===== src/rtl/axi_master_wr_arbiter_pkg.sv =====
// Shared types and constants for the AXI master write-side arbiter and its
// reusable round-robin core.
package axi_master_wr_arbiter_pkg;

  typedef enum logic [1:0] {
    S_IDLE     = 2'd0,
    S_LAUNCH   = 2'd1,
    S_WAIT_RSP = 2'd2,
    S_RESP     = 2'd3
  } wr_state_e;

  localparam logic [1:0] BRESP_OKAY   = 2'b00;
  localparam logic [1:0] BRESP_SLVERR = 2'b10;

  localparam logic [1:0] AWLOCK_DEF  = 2'b00;
  localparam logic [1:0] AWCACHE_DEF = 2'b00;
  localparam logic [2:0] AWPROT_DEF  = 3'b000;

  localparam int TXN_ID_W = 4;

  // Round-robin successor of idx among n requesters.
  function automatic int rr_next(input int idx, input int n);
    return (idx >= n - 1) ? 0 : idx + 1;
  endfunction

endpackage


===== src/rtl/axi_master_wr_arbiter_if.sv =====
// Requester-side and decoder-side write signals of the arbiter, grouped so the
// arbiter drives everything through the master modport.
interface axi_master_wr_arbiter_if #(
    parameter int NUM_REQ    = 4,
    parameter int addr_width = 32,
    parameter int data_width = 32
);
    // Requester side
    logic [NUM_REQ-1:0]            req;
    logic [NUM_REQ*addr_width-1:0] req_awaddr;
    logic [NUM_REQ*8-1:0]          req_awlen;
    logic [NUM_REQ*3-1:0]          req_awsize;
    logic [NUM_REQ*2-1:0]          req_awburst;
    logic [NUM_REQ*data_width-1:0] req_wdata;
    logic [NUM_REQ*4-1:0]          req_wstrb;
    logic [NUM_REQ-1:0]            req_wvalid;
    logic [NUM_REQ-1:0]            gnt;
    logic [NUM_REQ-1:0]            rsp_valid;
    logic [1:0]                    rsp_bresp;
    logic                          rsp_timeout;

    // Decoder side
    logic [3:0]                    TXN_ID_W_d;
    logic [addr_width-1:0]         awaddr_d;
    logic [7:0]                    awlen_d;
    logic [2:0]                    awsize_d;
    logic [1:0]                    awburst_d;
    logic [1:0]                    awlock_d;
    logic [1:0]                    awcache_d;
    logic [2:0]                    awprot_d;
    logic [data_width-1:0]         wdata_d;
    logic [3:0]                    wstrb_d;
    logic                          wvalid_d;
    logic                          wr_trn_en;
    logic [1:0]                    bresp_d;
    logic [3:0]                    bid_d;
    logic                          wr_rsp_en_d;
    logic                          id_mismatch;

    modport master (
        input  req, req_awaddr, req_awlen, req_awsize, req_awburst,
               req_wdata, req_wstrb, req_wvalid,
        output gnt, rsp_valid, rsp_bresp, rsp_timeout,
        output TXN_ID_W_d, awaddr_d, awlen_d, awsize_d, awburst_d,
               awlock_d, awcache_d, awprot_d, wdata_d, wstrb_d, wvalid_d,
               wr_trn_en, id_mismatch,
        input  bresp_d, bid_d, wr_rsp_en_d
    );

    modport slave (
        output req, req_awaddr, req_awlen, req_awsize, req_awburst,
               req_wdata, req_wstrb, req_wvalid,
        input  gnt, rsp_valid, rsp_bresp, rsp_timeout,
        input  TXN_ID_W_d, awaddr_d, awlen_d, awsize_d, awburst_d,
               awlock_d, awcache_d, awprot_d, wdata_d, wstrb_d, wvalid_d,
               wr_trn_en, id_mismatch,
        output bresp_d, bid_d, wr_rsp_en_d
    );

endinterface


===== src/rtl/axi_master_wr_arbiter_rr.sv =====
// Combinational round-robin picker: first set request at or after ptr_i,
// wrapping; returns one-hot grant and its index.
module axi_master_wr_arbiter_rr #(
    parameter int N  = 4,
    parameter int IW = $clog2(N)
) (
    input  logic [N-1:0]  req_i,
    input  logic [IW-1:0] ptr_i,
    output logic [N-1:0]  gnt_o,
    output logic [IW-1:0] idx_o,
    output logic          any_o
);

    always_comb begin : pick
        int          ci;
        logic [IW-1:0] c;
        ci    = 0;
        c     = '0;
        gnt_o = '0;
        idx_o = '0;
        any_o = 1'b0;
        for (int k = 0; k < N; k++) begin
            ci = int'(ptr_i) + k;
            if (ci >= N) ci = ci - N;
            c = IW'(ci);
            if (!any_o && req_i[c]) begin
                any_o    = 1'b1;
                gnt_o[c] = 1'b1;
                idx_o    = c;
            end
        end
    end

endmodule


===== src/rtl/axi_master_wr_arbiter.sv =====
// Round-robin write-side arbiter: grants one requester, launches its write on
// the decoder interface and holds the grant until the response or a timeout.
module axi_master_wr_arbiter
    import axi_master_wr_arbiter_pkg::*;
#(
    parameter int NUM_REQ     = 4,
    parameter int addr_width  = 32,
    parameter int data_width  = 32,
    parameter int TIMEOUT_CYC = 1024
) (
    input logic                   AClk,
    input logic                   ARst,
    axi_master_wr_arbiter_if.master bus
);

    localparam int IW = $clog2(NUM_REQ);
    localparam int CW = $clog2(TIMEOUT_CYC) + 1;
    localparam logic [CW-1:0] CNT_LAST = CW'(TIMEOUT_CYC - 1);

    wr_state_e          state_q, state_d;
    logic [NUM_REQ-1:0] gnt_q, gnt_d;
    logic [IW-1:0]      idx_q, idx_d;
    logic [IW-1:0]      ptr_q, ptr_d;
    logic [CW-1:0]      cnt_q, cnt_d;
    logic [1:0]         code_q, code_d;
    logic               tmo_q, tmo_d;
    logic               idmis_q, idmis_d;

    logic [NUM_REQ-1:0] arb_gnt;
    logic [IW-1:0]      arb_idx;
    logic               arb_any;
    logic               busy;
    logic [3:0]         txn_id;

    // Packed per-requester views of the flattened request buses
    logic [NUM_REQ-1:0][addr_width-1:0] awaddr_a;
    logic [NUM_REQ-1:0][7:0]            awlen_a;
    logic [NUM_REQ-1:0][2:0]            awsize_a;
    logic [NUM_REQ-1:0][1:0]            awburst_a;
    logic [NUM_REQ-1:0][data_width-1:0] wdata_a;
    logic [NUM_REQ-1:0][3:0]            wstrb_a;

    assign awaddr_a  = bus.req_awaddr;
    assign awlen_a   = bus.req_awlen;
    assign awsize_a  = bus.req_awsize;
    assign awburst_a = bus.req_awburst;
    assign wdata_a   = bus.req_wdata;
    assign wstrb_a   = bus.req_wstrb;

    axi_master_wr_arbiter_rr #(.N(NUM_REQ), .IW(IW)) u_rr (
        .req_i (bus.req),
        .ptr_i (ptr_q),
        .gnt_o (arb_gnt),
        .idx_o (arb_idx),
        .any_o (arb_any)
    );

    always_ff @(posedge AClk) begin
        if (ARst) begin
            state_q <= S_IDLE;
            gnt_q   <= '0;
            idx_q   <= '0;
            ptr_q   <= '0;
            cnt_q   <= '0;
            code_q  <= '0;
            tmo_q   <= 1'b0;
            idmis_q <= 1'b0;
        end else begin
            state_q <= state_d;
            gnt_q   <= gnt_d;
            idx_q   <= idx_d;
            ptr_q   <= ptr_d;
            cnt_q   <= cnt_d;
            code_q  <= code_d;
            tmo_q   <= tmo_d;
            idmis_q <= idmis_d;
        end
    end

    assign txn_id = 4'(idx_q);

    always_comb begin
        state_d = state_q;
        gnt_d   = gnt_q;
        idx_d   = idx_q;
        ptr_d   = ptr_q;
        cnt_d   = cnt_q;
        code_d  = code_q;
        tmo_d   = tmo_q;
        idmis_d = idmis_q;
        case (state_q)
            S_IDLE: begin
                if (arb_any) begin
                    gnt_d   = arb_gnt;
                    idx_d   = arb_idx;
                    state_d = S_LAUNCH;
                end
            end
            S_LAUNCH: begin
                cnt_d   = '0;
                state_d = S_WAIT_RSP;
            end
            S_WAIT_RSP: begin
                // A real response beats a timeout landing in the same cycle
                if (bus.wr_rsp_en_d) begin
                    code_d  = bus.bresp_d;
                    tmo_d   = 1'b0;
                    if (bus.bid_d != txn_id) idmis_d = 1'b1;
                    state_d = S_RESP;
                end else if (cnt_q == CNT_LAST) begin
                    code_d  = BRESP_SLVERR;
                    tmo_d   = 1'b1;
                    state_d = S_RESP;
                end else if (cnt_q != '1) begin
                    cnt_d = cnt_q + 1'b1;
                end
            end
            S_RESP: begin
                ptr_d   = IW'(rr_next(int'(idx_q), NUM_REQ));
                gnt_d   = '0;
                cnt_d   = '0;
                state_d = S_IDLE;
            end
            default: state_d = S_IDLE;
        endcase
    end

    assign busy = (state_q == S_LAUNCH) || (state_q == S_WAIT_RSP);

    assign bus.gnt         = gnt_q;
    assign bus.rsp_valid   = (state_q == S_RESP) ? gnt_q : '0;
    assign bus.rsp_bresp   = (state_q == S_RESP) ? code_q : BRESP_OKAY;
    assign bus.rsp_timeout = (state_q == S_RESP) && tmo_q;
    assign bus.wr_trn_en   = (state_q == S_LAUNCH);
    assign bus.id_mismatch = idmis_q;
    assign bus.TXN_ID_W_d  = txn_id;

    assign bus.awaddr_d  = busy ? awaddr_a[idx_q]  : '0;
    assign bus.awlen_d   = busy ? awlen_a[idx_q]   : '0;
    assign bus.awsize_d  = busy ? awsize_a[idx_q]  : '0;
    assign bus.awburst_d = busy ? awburst_a[idx_q] : '0;
    assign bus.wdata_d   = busy ? wdata_a[idx_q]   : '0;
    assign bus.wstrb_d   = busy ? wstrb_a[idx_q]   : '0;
    assign bus.wvalid_d  = busy && bus.req_wvalid[idx_q];
    assign bus.awlock_d  = AWLOCK_DEF;
    assign bus.awcache_d = AWCACHE_DEF;
    assign bus.awprot_d  = AWPROT_DEF;

endmodule

===== src/flat_wrapper.sv =====
// flat-port wrapper written by rule: the top's interface ports become plain ports
module axi_master_wr_arbiter_flat import axi_master_wr_arbiter_pkg::*;
#(
    parameter int NUM_REQ     = 4,
    parameter int addr_width  = 32,
    parameter int data_width  = 32,
    parameter int TIMEOUT_CYC = 1024
)
  (AClk, ARst, bus_req, bus_req_awaddr, bus_req_awlen, bus_req_awsize, bus_req_awburst, bus_req_wdata, bus_req_wstrb, bus_req_wvalid, bus_gnt, bus_rsp_valid, bus_rsp_bresp, bus_rsp_timeout, bus_TXN_ID_W_d, bus_awaddr_d, bus_awlen_d, bus_awsize_d, bus_awburst_d, bus_awlock_d, bus_awcache_d, bus_awprot_d, bus_wdata_d, bus_wstrb_d, bus_wvalid_d, bus_wr_trn_en, bus_id_mismatch, bus_bresp_d, bus_bid_d, bus_wr_rsp_en_d);
  axi_master_wr_arbiter_if #(.NUM_REQ(NUM_REQ), .addr_width(addr_width), .data_width(data_width)) bus_i ();
  input logic AClk;
  input logic ARst;
  input wire logic [$bits(bus_i.req)-1:0] bus_req;
  input wire logic [$bits(bus_i.req_awaddr)-1:0] bus_req_awaddr;
  input wire logic [$bits(bus_i.req_awlen)-1:0] bus_req_awlen;
  input wire logic [$bits(bus_i.req_awsize)-1:0] bus_req_awsize;
  input wire logic [$bits(bus_i.req_awburst)-1:0] bus_req_awburst;
  input wire logic [$bits(bus_i.req_wdata)-1:0] bus_req_wdata;
  input wire logic [$bits(bus_i.req_wstrb)-1:0] bus_req_wstrb;
  input wire logic [$bits(bus_i.req_wvalid)-1:0] bus_req_wvalid;
  output wire logic [$bits(bus_i.gnt)-1:0] bus_gnt;
  output wire logic [$bits(bus_i.rsp_valid)-1:0] bus_rsp_valid;
  output wire logic [$bits(bus_i.rsp_bresp)-1:0] bus_rsp_bresp;
  output wire logic [$bits(bus_i.rsp_timeout)-1:0] bus_rsp_timeout;
  output wire logic [$bits(bus_i.TXN_ID_W_d)-1:0] bus_TXN_ID_W_d;
  output wire logic [$bits(bus_i.awaddr_d)-1:0] bus_awaddr_d;
  output wire logic [$bits(bus_i.awlen_d)-1:0] bus_awlen_d;
  output wire logic [$bits(bus_i.awsize_d)-1:0] bus_awsize_d;
  output wire logic [$bits(bus_i.awburst_d)-1:0] bus_awburst_d;
  output wire logic [$bits(bus_i.awlock_d)-1:0] bus_awlock_d;
  output wire logic [$bits(bus_i.awcache_d)-1:0] bus_awcache_d;
  output wire logic [$bits(bus_i.awprot_d)-1:0] bus_awprot_d;
  output wire logic [$bits(bus_i.wdata_d)-1:0] bus_wdata_d;
  output wire logic [$bits(bus_i.wstrb_d)-1:0] bus_wstrb_d;
  output wire logic [$bits(bus_i.wvalid_d)-1:0] bus_wvalid_d;
  output wire logic [$bits(bus_i.wr_trn_en)-1:0] bus_wr_trn_en;
  output wire logic [$bits(bus_i.id_mismatch)-1:0] bus_id_mismatch;
  input wire logic [$bits(bus_i.bresp_d)-1:0] bus_bresp_d;
  input wire logic [$bits(bus_i.bid_d)-1:0] bus_bid_d;
  input wire logic [$bits(bus_i.wr_rsp_en_d)-1:0] bus_wr_rsp_en_d;
  assign bus_i.req = bus_req;
  assign bus_i.req_awaddr = bus_req_awaddr;
  assign bus_i.req_awlen = bus_req_awlen;
  assign bus_i.req_awsize = bus_req_awsize;
  assign bus_i.req_awburst = bus_req_awburst;
  assign bus_i.req_wdata = bus_req_wdata;
  assign bus_i.req_wstrb = bus_req_wstrb;
  assign bus_i.req_wvalid = bus_req_wvalid;
  assign bus_gnt = bus_i.gnt;
  assign bus_rsp_valid = bus_i.rsp_valid;
  assign bus_rsp_bresp = bus_i.rsp_bresp;
  assign bus_rsp_timeout = bus_i.rsp_timeout;
  assign bus_TXN_ID_W_d = bus_i.TXN_ID_W_d;
  assign bus_awaddr_d = bus_i.awaddr_d;
  assign bus_awlen_d = bus_i.awlen_d;
  assign bus_awsize_d = bus_i.awsize_d;
  assign bus_awburst_d = bus_i.awburst_d;
  assign bus_awlock_d = bus_i.awlock_d;
  assign bus_awcache_d = bus_i.awcache_d;
  assign bus_awprot_d = bus_i.awprot_d;
  assign bus_wdata_d = bus_i.wdata_d;
  assign bus_wstrb_d = bus_i.wstrb_d;
  assign bus_wvalid_d = bus_i.wvalid_d;
  assign bus_wr_trn_en = bus_i.wr_trn_en;
  assign bus_id_mismatch = bus_i.id_mismatch;
  assign bus_i.bresp_d = bus_bresp_d;
  assign bus_i.bid_d = bus_bid_d;
  assign bus_i.wr_rsp_en_d = bus_wr_rsp_en_d;
  axi_master_wr_arbiter #(.NUM_REQ(NUM_REQ), .addr_width(addr_width), .data_width(data_width), .TIMEOUT_CYC(TIMEOUT_CYC)) u_core (.AClk(AClk), .ARst(ARst), .bus(bus_i));
endmodule

===== config.mk =====
export PLATFORM = sky130hd
export DESIGN_NAME = axi_master_wr_arbiter_flat
export DESIGN_NICKNAME = d
export VERILOG_FILES = /design/src/rtl/axi_master_wr_arbiter_pkg.sv /design/src/rtl/axi_master_wr_arbiter_if.sv /design/src/rtl/axi_master_wr_arbiter_rr.sv /design/src/rtl/axi_master_wr_arbiter.sv /design/src/flat_wrapper.sv
export SDC_FILE = /design/constraint.sdc
export NUM_CORES = 1
export LEC_CHECK = 0
export ABC_AREA = 1
export CORE_AREA = 5 5 171 173
export DETAILED_ROUTE_END_ITERATION = 8
export DIE_AREA = 0 0 176 178
export PLACE_DENSITY = 0.49
export SLEW_MARGIN = 5
export SYNTH_ARGS = -nofsm -noshare
export SYNTH_HDL_FRONTEND = slang
export SYNTH_SLANG_ARGS = --single-unit

===== constraint.sdc =====
create_clock -name AClk -period 2.8 [get_ports AClk]
set_clock_uncertainty 0.1 [all_clocks]
set_input_delay 0.56 -clock AClk [delete_from_list [all_inputs] [get_ports AClk]]
set_output_delay 0.56 -clock AClk [all_outputs]
set_load 0.03 [all_outputs]

* Word-level counts from Yosys, hierarchy flattened
Index checks and enable logic that the tools add are counted.
** Word-level totals
- RAM bits :: 0
- Bits in read-only memories :: 0
- Register bits after elaboration :: 25
- Output and inout bits :: 106
- Memories kept :: 0
- Latch bits :: 0
** Cells by class
- Bitwise gates (word level) :: 3
- Shift-type cells :: 0
- Add/subtract/negate cells :: 9
- Reductions and logical operators :: 24
- Multiply operators :: 0
- Magnitude comparators :: 14
- Eq/ne operators :: 11
- Divide/modulo/power cells :: 0
- Multiplexer cells :: 69
** Operator list (number)
- 32-bit binary-select mux with 2-bit select :: 2
- 32-bit 2-to-1 mux :: 4
- 2-bit 2-to-1 mux :: 17
- 11-bit 2-to-1 mux :: 3
- 4-bit 2-to-1 mux :: 8
- 11-bit one-hot mux with 2 select lines :: 1
- 8-bit binary-select mux with 2-bit select :: 1
- 8-bit 2-to-1 mux :: 2
- 2-bit by 3-bit less-than comparator with 1-bit output (second input constant) :: 5
- 1-bit 2-to-1 mux :: 15
- 4-bit bitwise OR :: 3
- 11-bit by 1-bit adder with 11-bit output (second input constant) :: 1
- 11-bit by 10-bit equality test with 1-bit output (second input constant) :: 1
- 11-bit inequality test (second input constant) :: 1
- 1-bit binary-select mux with 2-bit select :: 5
- 3-bit greater-or-equal comparator (second input constant) :: 3
- 1-bit logical AND :: 9
- 4-bit binary-select mux with 2-bit select :: 1
- 1-bit demux with 2-bit select :: 4
- 2-bit by 1-bit greater-or-equal comparator with 1-bit output (second input constant) :: 4
- 2-bit one-hot mux with 4 select lines :: 1
- 4-bit one-hot mux with 2 select lines :: 1
- 2-bit AND reduction :: 4
- 2-bit by 1-bit subtractor with 2-bit output (second input constant) :: 4
- 21 further kinds :: 30

* Logic depth before layout (Yosys ltp)
- Word-level depth :: 16
- Mapped depth :: 13

* By module
A second synthesis with hierarchy kept.
** Second synthesis, totals
- Cell total of the unflattened synthesis :: 923
- Area, all modules :: 4688.2 um^2
** Modules (own cells, without submodules)
- axi_master_wr_arbiter :: times used 1, area each 4247.8 um^2, cells an instance 849
- axi_master_wr_arbiter_rr :: times used 1, area each 440.4 um^2, cells an instance 74

* Worst setup path before layout
Ideal clock, no wire load.
- Path kind :: register to output
- Start :: register u_core.idx_q[0]
- End :: output port bus_awaddr_d[10]
- Required time :: 2.140 ns
- Cell stages (with the launch flop) :: 8
- Buffers on the path :: 3
- Arrival time :: 1.830 ns
- Path slack :: 0.310 ns
- Cells stage by stage :: dfxtp_1 clkbuf_1 buf_2 buf_2 nor2_1 nor2_1 o21ai_0 a21oi_1
** Between the ends
- Longest elaborated chain between the ends :: 3
** Ends and longest elaborated chain
- from (decl) :: RTL line axi_master_wr_arbiter.sv:22 : logic [IW-1:0] idx_q, idx_d;
- from (signal assigned) :: RTL line axi_master_wr_arbiter.sv:71 : idx_q <= idx_d;
- 32-bit binary-select mux with 2-bit select :: RTL line axi_master_wr_arbiter.sv:138 : assign bus.awaddr_d = busy ? awaddr_a[idx_q] : '0;
- 32-bit 2-to-1 mux (implied by the code) :: RTL line axi_master_wr_arbiter.sv:138
- 32-bit 2-to-1 mux :: RTL line axi_master_wr_arbiter.sv:138
- to (decl) :: RTL line flat_wrapper.sv:26 : output wire logic [$bits(bus_i.awaddr_d)-1:0] bus_awaddr_d;
No other way between the ends. The select of a mux whose other input is x is not followed.

* Final worst setup path
- Start :: register u_core.state_q[0]
- End :: output port bus_wdata_d[6]
** Between the ends
- Longest elaborated chain between the ends :: 3
- Elaborated cells on any way between the ends :: 4
** Ends and longest elaborated chain
- from (decl) :: RTL line axi_master_wr_arbiter.sv:20 : wr_state_e state_q, state_d;
- from (signal assigned) :: RTL line axi_master_wr_arbiter.sv:69 : state_q <= state_d;
- 2-bit by 1-bit equality test with 1-bit output / 2-bit equality test (equally long branches) :: RTL line axi_master_wr_arbiter.sv:128 : assign busy = (state_q == S_LAUNCH) || (state_q == S_WAIT_RSP);
- 1-bit logical OR * :: RTL line axi_master_wr_arbiter.sv:128
- 32-bit 2-to-1 mux * :: RTL line axi_master_wr_arbiter.sv:142 : assign bus.wdata_d = busy ? wdata_a[idx_q] : '0;
- to (decl) :: RTL line flat_wrapper.sv:33 : output wire logic [$bits(bus_i.wdata_d)-1:0] bus_wdata_d;
Every way passes the cells marked *; elsewhere a longest branch is shown, timed or not.

==> summary.txt <==
Outcome
  – Status: complete, no violations

Routing
  – Number of vias per cell after detailed routing: 4.382
  – Routed Antenna Nets: 0
  – Pre-Repair DR Iteration Count: 5
  – Vias after detailed routing: 7,300
  – Iter 0 DRT Violations: 399
  – DRC violations left: 0
  – Total wire length after detailed routing: 30,280 µm
  – Detailed-route wire length per cell: 18.18 µm

Global route
  – Global-route usage over all layers: 17.71%
  – First-pass GRT wire length: 43,170 µm
  – Overflow after GRT: 0
  – Vias in the first global route: 7,082
  – Initial antenna violation count: 5
  – Maximum number of pins on one net before global-route repair: 52

Power
  – Part of the total power dissipated in sequential elements: 5.8%
  – Net switching component of the power: 0.005006 W
  – Power density over the cells: 907.1 nW/µm²
  – Logic pwr share: 90.6%
  – Leak Pwr: 4.131 nW
  – Fraction of power spent switching nets: 55.86%
  – Maximum VDD drop: 0.0004178 V
  – Portion of total power attributed to the clock network: 3.7%
  – Internal power contribution: 0.003955 W

Logic synthesis
  – Count of mapped cells out of synthesis: 909
  – Mean instance size in the synthesized netlist: 5.082 µm²
  – Distinct cell type count of the synthesized netlist: 37
  – Count of flip-flops with a built-in enable after synthesis: 0
  – Synthesis-stage register bit count: 25
  – Xor and xnor area share after synthesis: 0.7584%
  – Main combinational cell family by area after synthesis: simple AND/OR/NAND/NOR gates
  – Post-synthesis async set-or-reset flop share: 0%
  – Synthesized-area fraction occupied by ao, oa, aoi and oai cells: 31.80%
  – Sequential-to-total area share from yosys stat: 10.83%
  – Total number of yosys warnings: 0
  – Proportion of synthesized area in mux cells: 0%
  – Synth Area in Adders: 3.792%
  – Most instantiated flip-flop cell in the synthesis netlist: sky130_fd_sc_hd__dfxtp_1
  – Area fraction in and, or, nand and nor cells after synthesis: 42.15%
  – Post-synthesis instance area: 4619 µm²

Final layout
  – Post-route design area: 9878 µm²
  – Post-layout net count: 1,675
  – Area of all sequential standard cells: 508.0 µm²
  – Most frequent standard cell in the layout excluding fill and tap cells: sky130_fd_sc_hd__clkdlybuf4s50_1
  – Area of the multi-input gates: 3664 µm²
  – Most frequent cells in the layout: 357 x sky130_fd_sc_hd__clkdlybuf4s50_1, 349 x sky130_fd_sc_hd__nor2_1, 170 x sky130_fd_sc_hd__o21ai_0
  – Fill count: 3,035
  – Signed area change from the synthesized netlist to the final layout: 113.8%
  – Fraction of layout cells with a size suffix above 1: 10.77%

Setup path
  – Critical Path Start Type: flip-flop
  – CP Class: flip-flop to output pin
  – Arr. time, crit path: 2.09 ns
  – Setup crit end kind: output pin
  – Required time at the worst-slack endpoint: 2.14 ns
  – Maximum fanout along the worst path: 17

Place
  – Port Buffer Count: 437
  – Final weighted congestion of routability-driven global placement: 0.8903
  – Dpl cell area: 9742 µm²
  – HPWL after DPL: 25,140 µm

Floorplan
  – Die outline height: 178 µm
  – Overall die width: 176 µm
  – Initial Util: 16.81%
  – Number of top-level pins: 447
  – # rows: 61
  – Area of the die: 31,330 µm²
  – Core box area: 27,480 µm²

Timing
  – Maximum clock rate: 363.1 MHz
  – Hold violation count in the final report: 0
  – Final number of max-transition violations: 0
  – Normalized max-slew margin: 61.39%
  – Final critical-path share of the clock period: 98.37%
  – Actual transition at the worst max-transition pin: 0.5731 ns
  – Total setup violations reported at the end of the flow: 0
  – Total Neg Setup Slack: 0 ns
  – RSZ-0062 raised after global routing: false
  – Final period demand of the worst path: 2.754 ns

Clocking
  – H-tree levels: 1
  – Clock tree from TritonCTS: done
  – Clk sink count: 25
  – Clock buffers created by TritonCTS: 3
  – Clock transition at the register clock pins on the worst setup and hold paths after CTS: 0.07 ns
  – Root buffer cell: sky130_fd_sc_hd__clkbuf_16
  – Number of buffers on the longest clock path: 2
  – Clk_lat worst skew: 0.26 ns

Min path
  – Worst hold path class: flip-flop to flip-flop

Flow run
  – Max Cap Viol: 0
[layer usage]
metal,vias up,GRT usage [%],part of all wire [%]
met3,39,4.324,6.7
met2,259,32.45,51
met1,3209,21.27,40
li1,3785,-,-
met4,8,3.021,1.9
met5,-,0,0.15
[critical path, stage by stage (launching register included)]
cell	delay, ns
sky130_fd_sc_hd__dfxtp_1	0.39
sky130_fd_sc_hd__inv_1	0.10
sky130_fd_sc_hd__ha_1	0.31
sky130_fd_sc_hd__inv_2	0.06
sky130_fd_sc_hd__buf_12	0.15
sky130_fd_sc_hd__a21oi_1	0.12
sky130_fd_sc_hd__clkdlybuf4s50_1	0.69
[final timing paths]
path                                                     start                             to  slack, ns  cells past startpoint
worst max register to register  u_core.state_q[0]$_SDFFE_PP0P_   u_core.cnt_q[6]$_SDFFE_PP0P_       0.57                     11
worst min register to register   u_core.code_q[1]$_SDFFE_PP0P_  u_core.code_q[1]$_SDFFE_PP0P_       0.35                      2
worst min-delay path             u_core.code_q[1]$_SDFFE_PP0P_  u_core.code_q[1]$_SDFFE_PP0P_       0.35                      2
worst max-delay path            u_core.state_q[0]$_SDFFE_PP0P_                 bus_wdata_d[6]       0.05                      6
[flip-flops by register name, indices dropped and copies added, names as in the netlist]
name                    count
u_core.tmo_q                1
u_core.idx_q                2
u_core.state_q              2
u_core.bus.gnt              4
u_core.code_q               2
u_core.bus.id_mismatch      1
u_core.ptr_q                2
u_core.cnt_q               11
[synth_stat cells, types with 5 or more instances]
cell type,number,share of area [%]
sky130_fd_sc_hd__a21oi_1,106,11
sky130_fd_sc_hd__buf_1,8,0.65
sky130_fd_sc_hd__buf_2,16,1.7
sky130_fd_sc_hd__buf_4,9,1.5
sky130_fd_sc_hd__clkbuf_1,41,3.3
sky130_fd_sc_hd__dfxtp_1,25,11
sky130_fd_sc_hd__ha_1,14,3.8
sky130_fd_sc_hd__inv_1,30,2.4
sky130_fd_sc_hd__inv_2,5,0.41
sky130_fd_sc_hd__nand2_1,57,4.6
sky130_fd_sc_hd__nand2_2,6,0.81
sky130_fd_sc_hd__nand2_4,7,1.7
sky130_fd_sc_hd__nand3_1,26,2.8
sky130_fd_sc_hd__nand4_1,7,0.95
sky130_fd_sc_hd__nor2_1,349,28
sky130_fd_sc_hd__o21ai_0,171,19
[power groups by stage]
stage / logic (W) / clock network, W / registers (W)
6_report: 0.00811 / 0.000327 / 0.000520
5_1_grt: 0.00869 / 0.000347 / 0.000530
4_1_cts: 0.00819 / 0.000334 / 0.000543
3_5_place_dp: 0.00818 / 0 / 0.000550
3_3_place_gp: 0.00819 / 0 / 0.000548
2_1_floorplan: 0.00414 / 0 / 0.000545
[area by class of cell]
type	count	area share [%]
timing repair buffer	473	51.06
sequential	25	5.142
inverter	37	1.507
multi-input combinational	780	37.09
tap	346	4.383
clock buffer	4	0.7980
antenna	1	0.02533
[repair_timing]
| action | in CTS | in global routing |
|---|---|---|
| gates resized for setup | 3 | 13 |
| setup endpoints to repair | 3 | 17 |
| buffers inserted | 0 | 3 |
| hold buffers | 0 | 0 |
[through the flow]
step | instances | hold WS, ns | util (%) | setup WS, ns | power, W
3_3_place_gp | 1658 | 0.3410 | 35.46 | 0.05547 | 0.008734
6_report | 1666 | 0.3512 | 35.95 | 0.04577 | 0.008961
4_1_cts | 1662 | 0.3519 | 35.73 | 0.001617 | 0.009064
2_1_floorplan | 917 | 0.3278 | - | 0.3102 | 0.004685
5_1_grt | 1665 | 0.3754 | 35.94 | 0.0005020 | 0.009571
3_5_place_dp | 1658 | 0.3417 | 35.46 | 0.04473 | 0.008729
[logic make-up after synthesis]
family	after synthesis
compound gates	288
xor+xnor	4
fa+ha+maj	14
buf+inv	112
flops	25
other cells	1
simple gates	465
No activity file was read; power rests on OpenSTA's default activity.
